===== config.mk =====
export PLATFORM = sky130hd
export DESIGN_NAME = csr_trap_unit_flat
export DESIGN_NICKNAME = d
export VERILOG_FILES = /design/src/rtl/csr_trap_unit_if.sv /design/src/rtl/csr_trap_unit.sv /design/src/flat_wrapper.sv
export SDC_FILE = /design/constraint.sdc
export NUM_CORES = 1
export LEC_CHECK = 0
export CELL_PAD_IN_SITES_DETAIL_PLACEMENT = 1
export CELL_PAD_IN_SITES_GLOBAL_PLACEMENT = 1
export CORE_AREA = 5 5 205 148
export CTS_BUF_LIST = sky130_fd_sc_hd__clkbuf_16
export DETAILED_ROUTE_END_ITERATION = 12
export DIE_AREA = 0 0 210 153
export PLACE_DENSITY_LB_ADDON = 0.1
export SKIP_LAST_GASP = 1
export SLEW_MARGIN = 20
export SYNTH_ARGS = -nofsm -noshare
export SYNTH_HDL_FRONTEND = slang
export SYNTH_SLANG_ARGS = --single-unit

===== constraint.sdc =====
create_clock -name clk -period 2.8 [get_ports clk]
set_input_delay 0.28 -clock clk [delete_from_list [all_inputs] [get_ports clk]]
set_output_delay 0.28 -clock clk [all_outputs]
set_load 0.02 [all_outputs]

===== src/rtl/csr_trap_unit_if.sv =====
// CSR access, trap request and trap-redirect signals between the EX stage and csr_trap_unit.
interface csr_trap_unit_if #(
    parameter int NUM_IRQ = 4
);
    logic               csr_re;
    logic [11:0]        csr_raddr;
    logic [31:0]        csr_rdata;
    logic [1:0]         csr_op;
    logic [11:0]        csr_waddr;
    logic [31:0]        csr_wdata;
    logic               illegal_csr;
    logic [NUM_IRQ-1:0] irq_i;
    logic               exc_i;
    logic [3:0]         exc_cause;
    logic               ecall_i;
    logic [31:0]        trap_pc_i;
    logic [31:0]        exc_tval;
    logic               mret_i;
    logic               instr_retire;
    logic               trap_o;
    logic [31:0]        trap_target;
    logic [31:0]        mepc_o;

    modport master (
        output csr_re, csr_raddr, csr_op, csr_waddr, csr_wdata, irq_i, exc_i, exc_cause,
               ecall_i, trap_pc_i, exc_tval, mret_i, instr_retire,
        input  csr_rdata, illegal_csr, trap_o, trap_target, mepc_o
    );
    modport slave (
        input  csr_re, csr_raddr, csr_op, csr_waddr, csr_wdata, irq_i, exc_i, exc_cause,
               ecall_i, trap_pc_i, exc_tval, mret_i, instr_retire,
        output csr_rdata, illegal_csr, trap_o, trap_target, mepc_o
    );
endinterface


===== src/rtl/csr_trap_unit.sv =====
// Machine-mode CSR file and trap sequencer with vectored mtvec and prioritised interrupts.
// Define CSR_COUNTERS_EN to add the 64-bit mcycle/minstret counters.
module csr_trap_unit #(
    parameter int          NUM_IRQ     = 4,
    parameter logic [31:0] MTVEC_RESET = 32'h0000_0100,
    parameter logic [31:0] MISA_VAL    = 32'h4000_0100
) (
    input logic            clk,
    input logic            Rst,
    csr_trap_unit_if.slave bus
);
    localparam logic [3:0] I_MSTATUS = 4'd0, I_MISA = 4'd1, I_MIE = 4'd2, I_MTVEC = 4'd3,
                           I_MSCRATCH = 4'd4, I_MEPC = 4'd5, I_MCAUSE = 4'd6, I_MTVAL = 4'd7,
                           I_MIP = 4'd8, I_MCYC = 4'd9, I_MCYCH = 4'd10, I_MINS = 4'd11,
                           I_MINSH = 4'd12;

    // Address decode returns {implemented, view index}.
    function automatic logic [4:0] dec(input logic [11:0] a);
        case (a)
            12'h300: return {1'b1, I_MSTATUS};
            12'h301: return {1'b1, I_MISA};
            12'h304: return {1'b1, I_MIE};
            12'h305: return {1'b1, I_MTVEC};
            12'h340: return {1'b1, I_MSCRATCH};
            12'h341: return {1'b1, I_MEPC};
            12'h342: return {1'b1, I_MCAUSE};
            12'h343: return {1'b1, I_MTVAL};
            12'h344: return {1'b1, I_MIP};
`ifdef CSR_COUNTERS_EN
            12'hB00: return {1'b1, I_MCYC};
            12'hB80: return {1'b1, I_MCYCH};
            12'hB02: return {1'b1, I_MINS};
            12'hB82: return {1'b1, I_MINSH};
`endif
            default: return 5'd0;
        endcase
    endfunction

    logic               st_mie_q, st_mie_d, st_mpie_q, st_mpie_d;
    logic [NUM_IRQ-1:0] mie_q, mie_d;
    logic [31:0]        mtvec_q, mtvec_d, mscratch_q, mscratch_d, mepc_q, mepc_d;
    logic [31:0]        mcause_q, mcause_d, mtval_q, mtval_d;
    logic [63:0]        cycle_q, instret_q;
`ifdef CSR_COUNTERS_EN
    logic [63:0]        cycle_d, instret_d;
`endif

    logic [15:0][31:0] view;
    logic        rhit, whit, ro_w, wr_act, wr_ok;
    logic [3:0]  ridx, widx;
    logic [31:0] nv, base;
    logic [NUM_IRQ-1:0] irq_pend;
    logic [4:0]  irq_code;
    logic        trap_req, is_irq;
    logic [31:0] unused_bits;

    assign unused_bits = {29'd0, bus.instr_retire, bus.trap_pc_i[1:0]};

    always_comb begin
        view            = '0;
        view[I_MSTATUS] = {24'd0, st_mpie_q, 3'd0, st_mie_q, 3'd0};
        view[I_MISA]    = MISA_VAL;
        view[I_MIE][16 +: NUM_IRQ] = mie_q;
        view[I_MTVEC]   = mtvec_q;
        view[I_MSCRATCH] = mscratch_q;
        view[I_MEPC]    = mepc_q;
        view[I_MCAUSE]  = mcause_q;
        view[I_MTVAL]   = mtval_q;
        view[I_MIP][16 +: NUM_IRQ] = bus.irq_i;
        view[I_MCYC]    = cycle_q[31:0];
        view[I_MCYCH]   = cycle_q[63:32];
        view[I_MINS]    = instret_q[31:0];
        view[I_MINSH]   = instret_q[63:32];
    end

    assign {rhit, ridx} = dec(bus.csr_raddr);
    assign {whit, widx} = dec(bus.csr_waddr);
    assign ro_w   = (widx == I_MISA) || (widx == I_MIP);
    assign wr_act = bus.csr_op != 2'b00;
    assign wr_ok  = wr_act && whit && !ro_w;

    assign bus.csr_rdata   = rhit ? view[ridx] : 32'd0;
    assign bus.illegal_csr = Rst && ((bus.csr_re && !rhit) || (wr_act && (!whit || ro_w)));

    always_comb begin
        case (bus.csr_op)
            2'b10:   nv = view[widx] | bus.csr_wdata;
            2'b11:   nv = view[widx] & ~bus.csr_wdata;
            default: nv = bus.csr_wdata;
        endcase
    end

    // Lowest-numbered pending line wins: scan downwards so the last hit sticks.
    always_comb begin
        irq_pend = mie_q & bus.irq_i & {NUM_IRQ{st_mie_q}};
        irq_code = 5'd0;
        for (int k = NUM_IRQ - 1; k >= 0; k--)
            if (irq_pend[k]) irq_code = 5'(16 + k);
    end

    assign trap_req = bus.exc_i || bus.ecall_i || (|irq_pend);
    assign is_irq   = !bus.exc_i && !bus.ecall_i;
    assign base     = {mtvec_q[31:2], 2'b00};
    assign bus.trap_o      = Rst && trap_req;
    assign bus.trap_target = (is_irq && mtvec_q[1:0] == 2'b01) ?
                             base + {25'd0, irq_code, 2'b00} : base;
    assign bus.mepc_o      = mepc_q;

    // Later assignments win: CSR write < mret < trap.
    always_comb begin
        st_mie_d   = st_mie_q;
        st_mpie_d  = st_mpie_q;
        mie_d      = mie_q;
        mtvec_d    = mtvec_q;
        mscratch_d = mscratch_q;
        mepc_d     = mepc_q;
        mcause_d   = mcause_q;
        mtval_d    = mtval_q;
        if (wr_ok) begin
            case (widx)
                I_MSTATUS:  begin st_mie_d = nv[3]; st_mpie_d = nv[7]; end
                I_MIE:      mie_d = nv[16 +: NUM_IRQ];
                I_MTVEC:    mtvec_d = {nv[31:2], 1'b0, nv[1] ? 1'b0 : nv[0]};
                I_MSCRATCH: mscratch_d = nv;
                I_MEPC:     mepc_d = {nv[31:2], 2'b00};
                I_MCAUSE:   mcause_d = nv;
                I_MTVAL:    mtval_d = nv;
                default: ;
            endcase
        end
        if (bus.mret_i && !trap_req) begin
            st_mie_d  = st_mpie_q;
            st_mpie_d = 1'b1;
        end
        if (trap_req) begin
            mepc_d    = {bus.trap_pc_i[31:2], 2'b00};
            mcause_d  = bus.exc_i ? {28'd0, bus.exc_cause} :
                        bus.ecall_i ? 32'd11 : {1'b1, 26'd0, irq_code};
            mtval_d   = bus.exc_i ? bus.exc_tval : 32'd0;
            st_mpie_d = st_mie_q;
            st_mie_d  = 1'b0;
        end
    end

`ifdef CSR_COUNTERS_EN
    // A write to one half replaces that counter's increment for the cycle.
    always_comb begin
        cycle_d   = cycle_q + 64'd1;
        instret_d = instret_q + {63'd0, bus.instr_retire};
        if (wr_ok && widx == I_MCYC)  cycle_d   = {cycle_q[63:32], nv};
        if (wr_ok && widx == I_MCYCH) cycle_d   = {nv, cycle_q[31:0]};
        if (wr_ok && widx == I_MINS)  instret_d = {instret_q[63:32], nv};
        if (wr_ok && widx == I_MINSH) instret_d = {nv, instret_q[31:0]};
    end

    always_ff @(posedge clk) begin
        if (!Rst) begin
            cycle_q   <= '0;
            instret_q <= '0;
        end else begin
            cycle_q   <= cycle_d;
            instret_q <= instret_d;
        end
    end
`else
    assign cycle_q   = '0;
    assign instret_q = '0;
`endif

    always_ff @(posedge clk) begin
        if (!Rst) begin
            st_mie_q   <= 1'b0;
            st_mpie_q  <= 1'b0;
            mie_q      <= '0;
            mtvec_q    <= MTVEC_RESET;
            mscratch_q <= '0;
            mepc_q     <= '0;
            mcause_q   <= '0;
            mtval_q    <= '0;
        end else begin
            st_mie_q   <= st_mie_d;
            st_mpie_q  <= st_mpie_d;
            mie_q      <= mie_d;
            mtvec_q    <= mtvec_d;
            mscratch_q <= mscratch_d;
            mepc_q     <= mepc_d;
            mcause_q   <= mcause_d;
            mtval_q    <= mtval_d;
        end
    end
endmodule


===== src/flat_wrapper.sv =====
// flat-port wrapper written by rule: the top's interface ports become plain ports
module csr_trap_unit_flat 
#(
    parameter int          NUM_IRQ     = 4,
    parameter logic [31:0] MTVEC_RESET = 32'h0000_0100,
    parameter logic [31:0] MISA_VAL    = 32'h4000_0100
)
  (clk, Rst, bus_csr_re, bus_csr_raddr, bus_csr_op, bus_csr_waddr, bus_csr_wdata, bus_irq_i, bus_exc_i, bus_exc_cause, bus_ecall_i, bus_trap_pc_i, bus_exc_tval, bus_mret_i, bus_instr_retire, bus_csr_rdata, bus_illegal_csr, bus_trap_o, bus_trap_target, bus_mepc_o);
  csr_trap_unit_if #(.NUM_IRQ(NUM_IRQ)) bus_i ();
  input logic clk;
  input logic Rst;
  input wire logic [$bits(bus_i.csr_re)-1:0] bus_csr_re;
  input wire logic [$bits(bus_i.csr_raddr)-1:0] bus_csr_raddr;
  input wire logic [$bits(bus_i.csr_op)-1:0] bus_csr_op;
  input wire logic [$bits(bus_i.csr_waddr)-1:0] bus_csr_waddr;
  input wire logic [$bits(bus_i.csr_wdata)-1:0] bus_csr_wdata;
  input wire logic [$bits(bus_i.irq_i)-1:0] bus_irq_i;
  input wire logic [$bits(bus_i.exc_i)-1:0] bus_exc_i;
  input wire logic [$bits(bus_i.exc_cause)-1:0] bus_exc_cause;
  input wire logic [$bits(bus_i.ecall_i)-1:0] bus_ecall_i;
  input wire logic [$bits(bus_i.trap_pc_i)-1:0] bus_trap_pc_i;
  input wire logic [$bits(bus_i.exc_tval)-1:0] bus_exc_tval;
  input wire logic [$bits(bus_i.mret_i)-1:0] bus_mret_i;
  input wire logic [$bits(bus_i.instr_retire)-1:0] bus_instr_retire;
  output wire logic [$bits(bus_i.csr_rdata)-1:0] bus_csr_rdata;
  output wire logic [$bits(bus_i.illegal_csr)-1:0] bus_illegal_csr;
  output wire logic [$bits(bus_i.trap_o)-1:0] bus_trap_o;
  output wire logic [$bits(bus_i.trap_target)-1:0] bus_trap_target;
  output wire logic [$bits(bus_i.mepc_o)-1:0] bus_mepc_o;
  assign bus_i.csr_re = bus_csr_re;
  assign bus_i.csr_raddr = bus_csr_raddr;
  assign bus_i.csr_op = bus_csr_op;
  assign bus_i.csr_waddr = bus_csr_waddr;
  assign bus_i.csr_wdata = bus_csr_wdata;
  assign bus_i.irq_i = bus_irq_i;
  assign bus_i.exc_i = bus_exc_i;
  assign bus_i.exc_cause = bus_exc_cause;
  assign bus_i.ecall_i = bus_ecall_i;
  assign bus_i.trap_pc_i = bus_trap_pc_i;
  assign bus_i.exc_tval = bus_exc_tval;
  assign bus_i.mret_i = bus_mret_i;
  assign bus_i.instr_retire = bus_instr_retire;
  assign bus_csr_rdata = bus_i.csr_rdata;
  assign bus_illegal_csr = bus_i.illegal_csr;
  assign bus_trap_o = bus_i.trap_o;
  assign bus_trap_target = bus_i.trap_target;
  assign bus_mepc_o = bus_i.mepc_o;
  csr_trap_unit #(.NUM_IRQ(NUM_IRQ), .MTVEC_RESET(MTVEC_RESET), .MISA_VAL(MISA_VAL)) u_core (.clk(clk), .Rst(Rst), .bus(bus_i));
endmodule

==> flow_metrics.tcl, run 1 <==
set metrics [dict create \
    rsz0062_at_grt "true" \
    arrival_ns 2.91 \
    intPower_uw 3950 \
    synth_area_leaders "dfxtp_1, a21oi_1, o21ai_0, mux2i_1, nand2_1" \
    first_pass_iters 7 \
    io_pins 235 \
    slew_viol_final 0 \
    drc_errors 0 \
    fin_area_um2 15800 \
    relSlewSlack_pct 52.6 \
    io_buffers 227 \
    clk_pin_slew_ns 0.07 \
    routed_wl_mm 58.0 \
    violations "negative setup slack" \
    cts-root-buf "clkbuf_16" \
    vias 13200 \
    crit_required_ns 2.52 \
    switching_power_uw 1660 \
    grt.total_usage_pct 34.5 \
    fin_crit_ns 3.19 \
    yosysSeqAreaShare_pct 31.9 \
    synthToLayoutAreaGrowth_pct 54.4 \
    num-nets-final 1845 \
    start_util_pct 36.2 \
    setup_slack_ns -0.385 \
    grt_pass1_wl_mm 85.7 \
    placementRows 52 \
    drt.antenna.violating_nets 0 \
    viasPerCell 6.32 \
    ys_types 87 \
    first_iter_violations 1466 \
    yosysTopAreaCell "dfxtp_1" \
    drive_gt1_share_pct 28.8 \
    clkPwrFrac_pct 39.1 \
    placed_cell_area_um2 14700 \
    synth-edff-count 0 \
    fin_crit_sh_pct 114 \
    cts_tree "done" \
    antenna_found_initial 1 \
    syn_area_um2 10200 \
    die_x_um 210 \
    die_area_um2 32100 \
    synth_top_flop_cell "dfxtp_1" \
    gr-total-overflow 0 \
    synth.top_cell.area_share_pct 31.9 \
    core_area_um2 28200 \
    synth_common_cells "dfxtp_1, a21oi_1, nand2_1, clkbuf_1, o21ai_0" \
    fillCellCount 3336 \
    dp_hpwl_mm 42.3 \
    setup-tns-final_ns -5.69 \
    synth_seq_cells 163 \
    cap_violations 0 \
    yosysWarnings 0 \
    clkLatencyLatePin_ns 0.45 \
    htree_levels 4 \
    path_class "register to output port" \
    status "finished with violations" \
    p_leak_uw 0.00610 \
    gp_congestion 0.989 \
    p_comb_share_pct 17.3 \
    end_kind "output port" \
    setup_viol 25 \
    wl_per_cell_um 27.7 \
    startpoint_type "register" \
    clk_path_buf_depth 2 \
    fin_skew_ns 0.0111 \
    grt_max_degree 65 \
    multi_input_comb_area_um2 6960 \
    postCtsHoldBufs 0 \
    hold_viol_final 0 \
    ir_drop_mv 0.351 \
    pwr-share-seq_pct 43.6 \
    worst_slew_pin_slew_ns 0.710 \
    async_flop_share_pct 0 \
    yosysMostFrequentCell "dfxtp_1" \
    cts_buffers 17 \
    cts.sinks 163 \
    layout.area.seq_um2 3270 \
    insertedDiodeCount 0 \
    synth_area_per_cell_um2 7.91 \
    fmax_mhz 314 \
    switching_share_pct 29.6 \
    p_per_area_nw_per_um2 355 \
    grt_pass1_vias 13500 \
    path_max_fanout 3 \
    hold_path.class "primary input to register" \
    synth_cells 1293 \
    die_h_um 153 \
]
==> kinds of logic (layout without fill, tap and decap cells) <==
kind of cell / count (synthesis) / count (layout) / synth area share, %
AOI/OAI and AO/OA: 528 / 528 / 34.7
and+or+nand+nor: 370 / 370 / 18.2
DFF: 163 / 163 / 31.9
buffers and inverters: 134 / 554 / 5.27
muxes: 65 / 65 / 6.95
xor gates and xnor gates: 28 / 28 / 2.40
adders and majority gates: 4 / 4 / 0.563
other: 1 / 4 / 0.0366
==> worst max-delay path, cell delays in order, from the launching register on <==
cell	delay, ns
dfxtp_4	0.36
a22oi_2	0.19
a21bo_2	0.19
inv_2	0.06
ha_4	0.26
and3_4	0.21
a21oi_4	0.06
or4_4	0.48
nor2_4	0.13
buf_6	0.13
nand2_1	0.07
xnor2_1	0.15
buf_4	0.17
==> metal layers <==
metal	global-route usage (%)	up-vias	wire [µm]
li1	-	5804	-
met1	48.8	6602	25200
met2	51.9	733	25200
met3	9.51	91	6180
met4	8.76	2	1400
met5	0	-	10
==> area by class of cell <==
cell class	count	area share, %
tap	378	2.99
timing repair buffer	502	28.5
inverter	21	0.499
sequential	163	20.7
clock buffer	17	2.69
multi-input combinational	999	44.1
clock inverter	14	0.554
==> path summary, 6_finish.rpt <==
check	from	end	slack, ns	cells past startpoint
worst min-delay path	Rst	u_core.mcause_q[31]	0.24	3
worst max-delay path	u_core.mie_q[1]	bus_trap_target[29]	-0.39	12
worst max register to register	u_core.mie_q[1]	u_core.mtval_q[24]	0.46	12
worst min register to register	u_core.mcause_q[5]	u_core.mcause_q[5]	0.47	2
==> through the flow <==
stage / cells / total power [µW] / hold slack [ns] / setup WS [ns] / utilization [%]
2_1_floorplan: 1296 / 2860 / 0.388 / 0.0536 / -
3_3_place_gp: 2037 / 3420 / 0.453 / -0.949 / 51.9
3_5_place_dp: 2037 / 3430 / 0.458 / -1.07 / 51.9
4_1_cts: 2089 / 5590 / 0.214 / -0.396 / 55.5
5_1_grt: 2094 / 5770 / 0.238 / -0.490 / 56.0
6_report: 2094 / 5600 / 0.242 / -0.385 / 56.0
==> state kept, by name (all words and copies together), names as in the netlist <==
register / cells
u_core.mcause_q: 32
u_core.mscratch_q: 32
u_core.mtval_q: 32
u_core.mtvec_q: 31
u_core.bus.mepc_o: 30
u_core.mie_q: 4
u_core.st_mie_q: 1
u_core.st_mpie_q: 1
==> placed cells by master (no fill, tap or decap), drive strengths merged, types with 7 or more instances in the layout <==
cell type,instances
o22ai,26
a21oi,138
dfxtp,163
o21ai,165
nor2b,10
nand3,76
xnor2,18
a222oi,21
and3,9
inv,25
nor3,19
a31oi,9
buf,313
mux2,18
a22oi,11
nor4,11
o31ai,7
nand4,7
nand2b,8
o221ai,22
clkbuf,33
or3,8
a32o,30
dlygate4sd2,19
a2111oi,21
clkdlybuf4s50,147
xor2,10
mux2i,44
or4,7
nand2,109
nor2,77
a221oi,15
==> timing repair <==
action                     in CTS  in global routing
cloned                          1                  0
setup endpoints to repair      62                 66
setup buffers                  20                 11
pin swaps                      34                 35
gates resized for setup       316                 95
==> power by group through the flow <==
stage / combinational [µW] / sequential (µW) / clock (µW)
finish: 971 / 2440 / 2190
global route: 1020 / 2450 / 2310
CTS: 949 / 2440 / 2200
detailed placement: 942 / 2490 / 0
global placement: 928 / 2490 / 0
floorplan: 361 / 2500 / 0
No activity file was read; power rests on OpenSTA's default activity.
==> inputs of run 2 (changes only) <==
- CORE_AREA: 5 5 205 148 -> 5 5 165 183
- DIE_AREA: 0 0 210 153 -> 0 0 170 188
==> flow_metrics.tcl, run 2 (same netlist as run 1, synthesis figures left out) <==
set metrics [dict create \
    status "finished with violations" \
    violations "negative setup slack" \
    placementRows 65 \
    grt_pass1_vias 13900 \
    drc_errors 0 \
    insertedDiodeCount 0 \
    drive_gt1_share_pct 28.4 \
    setup-tns-final_ns -7.57 \
    hold_path.class "primary input to register" \
    cts.sinks 163 \
    rsz0062_at_grt "true" \
    dp_slack_ns -1.17 \
    core_area_um2 28200 \
    synthToLayoutAreaGrowth_pct 55.8 \
    htree_levels 4 \
    vias 13300 \
    reg.largest.list "u_core.mcause_q: 32 flops, u_core.mscratch_q: 32 flops, u_core.mtval_q: 32 flops" \
    worst-path-stages 14 \
    pwr-share-seq_pct 40.7 \
    arrival_ns 2.97 \
    cts-root-buf "clkbuf_16" \
    gp_congestion 0.993 \
    cp_slowest_cell "dfxtp_2" \
    final_core_util_pct 56.5 \
    start_util_pct 36.3 \
    grt_pass1_wl_mm 86.5 \
    clkPwrFrac_pct 43.2 \
    worst_path_largest_cell_delay_ns 0.34 \
    fin_crit_ns 3.25 \
    slew_viol_final 0 \
    cap_violations 0 \
    cts_buffers 17 \
    die_area_um2 32000 \
    dp_hpwl_mm 39.7 \
    setup_viol 26 \
    p_comb_share_pct 16.1 \
    intPower_uw 4310 \
    startpoint_type "register" \
    route.met3.wl_mm 4.67 \
    clk_path_buf_depth 2 \
    first_pass_iters 6 \
    fin_skew_ns 0.00901 \
    path_cells "a22oi_2, a21bo_2, inv_2, ha_4, and3_4, buf_4, buf_6, a21oi_4, nor4_2, buf_4, nand2b_4, nor2_4, xor2_2, buf_6" \
    die_x_um 170 \
    hold_viol_final 0 \
    placed_cell_area_um2 14600 \
    clk_pin_slew_ns 0.07 \
    grt_max_degree 64 \
    io_pins 235 \
    cts_tree "done" \
    io_buffers 227 \
    setup_slack_ns -0.450 \
    switching_power_uw 1690 \
    p_per_area_nw_per_um2 376 \
    viasPerCell 6.44 \
    worst_slew_pin_slew_ns 0.721 \
    switching_share_pct 28.2 \
    fmax_mhz 308 \
    detail_route.wirelength.met1_mm 22.6 \
    fin_crit_sh_pct 116 \
    met2_length_mm 28.4 \
    crit_required_ns 2.52 \
    final_cell_mix "buf_4, dfxtp_1, clkdlybuf4s50_1" \
    p_leak_uw 0.00615 \
    wl_per_cell_um 28.6 \
    clkLatencyLatePin_ns 0.44 \
    antenna_found_initial 0 \
    cpLargestDelayFamily "simple AND/OR/NAND/NOR gates" \
    ir_drop_mv 0.371 \
    path_max_fanout 4 \
    grt.total_usage_pct 35.2 \
    cp_num_buf_inv 5 \
    gr-total-overflow 0 \
    num-nets-final 1830 \
    relSlewSlack_pct 51.6 \
    layout_commonest_cell "buf_4" \
    die_h_um 188 \
    first_iter_violations 1322 \
    r2r_cells 11 \
    fin_area_um2 15900 \
    total_power_uw 6000 \
    routed_wl_mm 59.1 \
    drt.antenna.violating_nets 0 \
    hold_depth 3 \
    path_class "register to output port" \
    end_kind "output port" \
    route.top_layer_used "met4" \
]
## run 2: cell types whose count changed in the layout (fill, tap and decap cells not counted), sizes merged
cell / previous run / this run
clkinvlp: 4 / 2
dlymetal6s2s: 1 / 5
clkdlybuf4s15: 6 / 7
clkbuf: 33 / 27
bufinv: 0 / 4
buf: 313 / 299
clkinv: 6 / 5
## run 2: power by group through the flow
stage               Clock [µW]  Sequential (µW)  Combinational (µW)
CTS                       2590             2440                 948
floorplan                    0             2500                 361
finish                    2590             2440                 966
global placement             0             2490                 921
global route              2660             2440                1020
detailed placement           0             2490                 937
## run 2: through the flow
stage | hold WS [ns] | std cells
after floorplan | 0.388 | 1296
after global placement | 0.453 | 2011
after detailed placement | 0.461 | 2011
after CTS | 0.176 | 2065
after global routing | 0.198 | 2070
final | 0.190 | 2070
## run 2: metal layers
metal / track usage [%] / vias up
met5: 0 / -
met4: 18.1 / 0
met3: 6.07 / 229
met2: 59.3 / 750
met1: 42.7 / 6590
li1: - / 5772
## run 2: repair_timing
action	4_1_cts	5_1_grt
endpoints found under the setup margin	62	66
buffers inserted	19	7
hold buffers	0	0
gates cloned	3	0
gates resized for setup	326	84
pin swaps	28	31
## run 2: worst paths after layout
check / startpoint / to / slack, ns
hold / removal: Rst / u_core.mtval_q[2] / 0.19
setup / recovery: u_core.mie_q[3] / bus_trap_target[30] / -0.45
hold reg to reg: u_core.mcause_q[28] / u_core.mcause_q[28] / 0.47
setup reg to reg: u_core.mie_q[3] / u_core.bus.mepc_o[5] / 0.36
## run 2: layout make-up
type / instances / area (µm²)
Clock buffer: 17 / 425
Clock inverter: 15 / 189
Multi-Input combinational cell: 999 / 7010
Sequential cell: 163 / 3270
Inverter: 21 / 78.8
Tap cell: 368 / 460
Fill cell: 3296 / 12300
Timing Repair Buffer: 487 / 4500
## run 2: tightest hold or removal path: stages
cell and delay, ns:
buf_4 0.17, nand2_1 0.07, o21ai_1 0.05
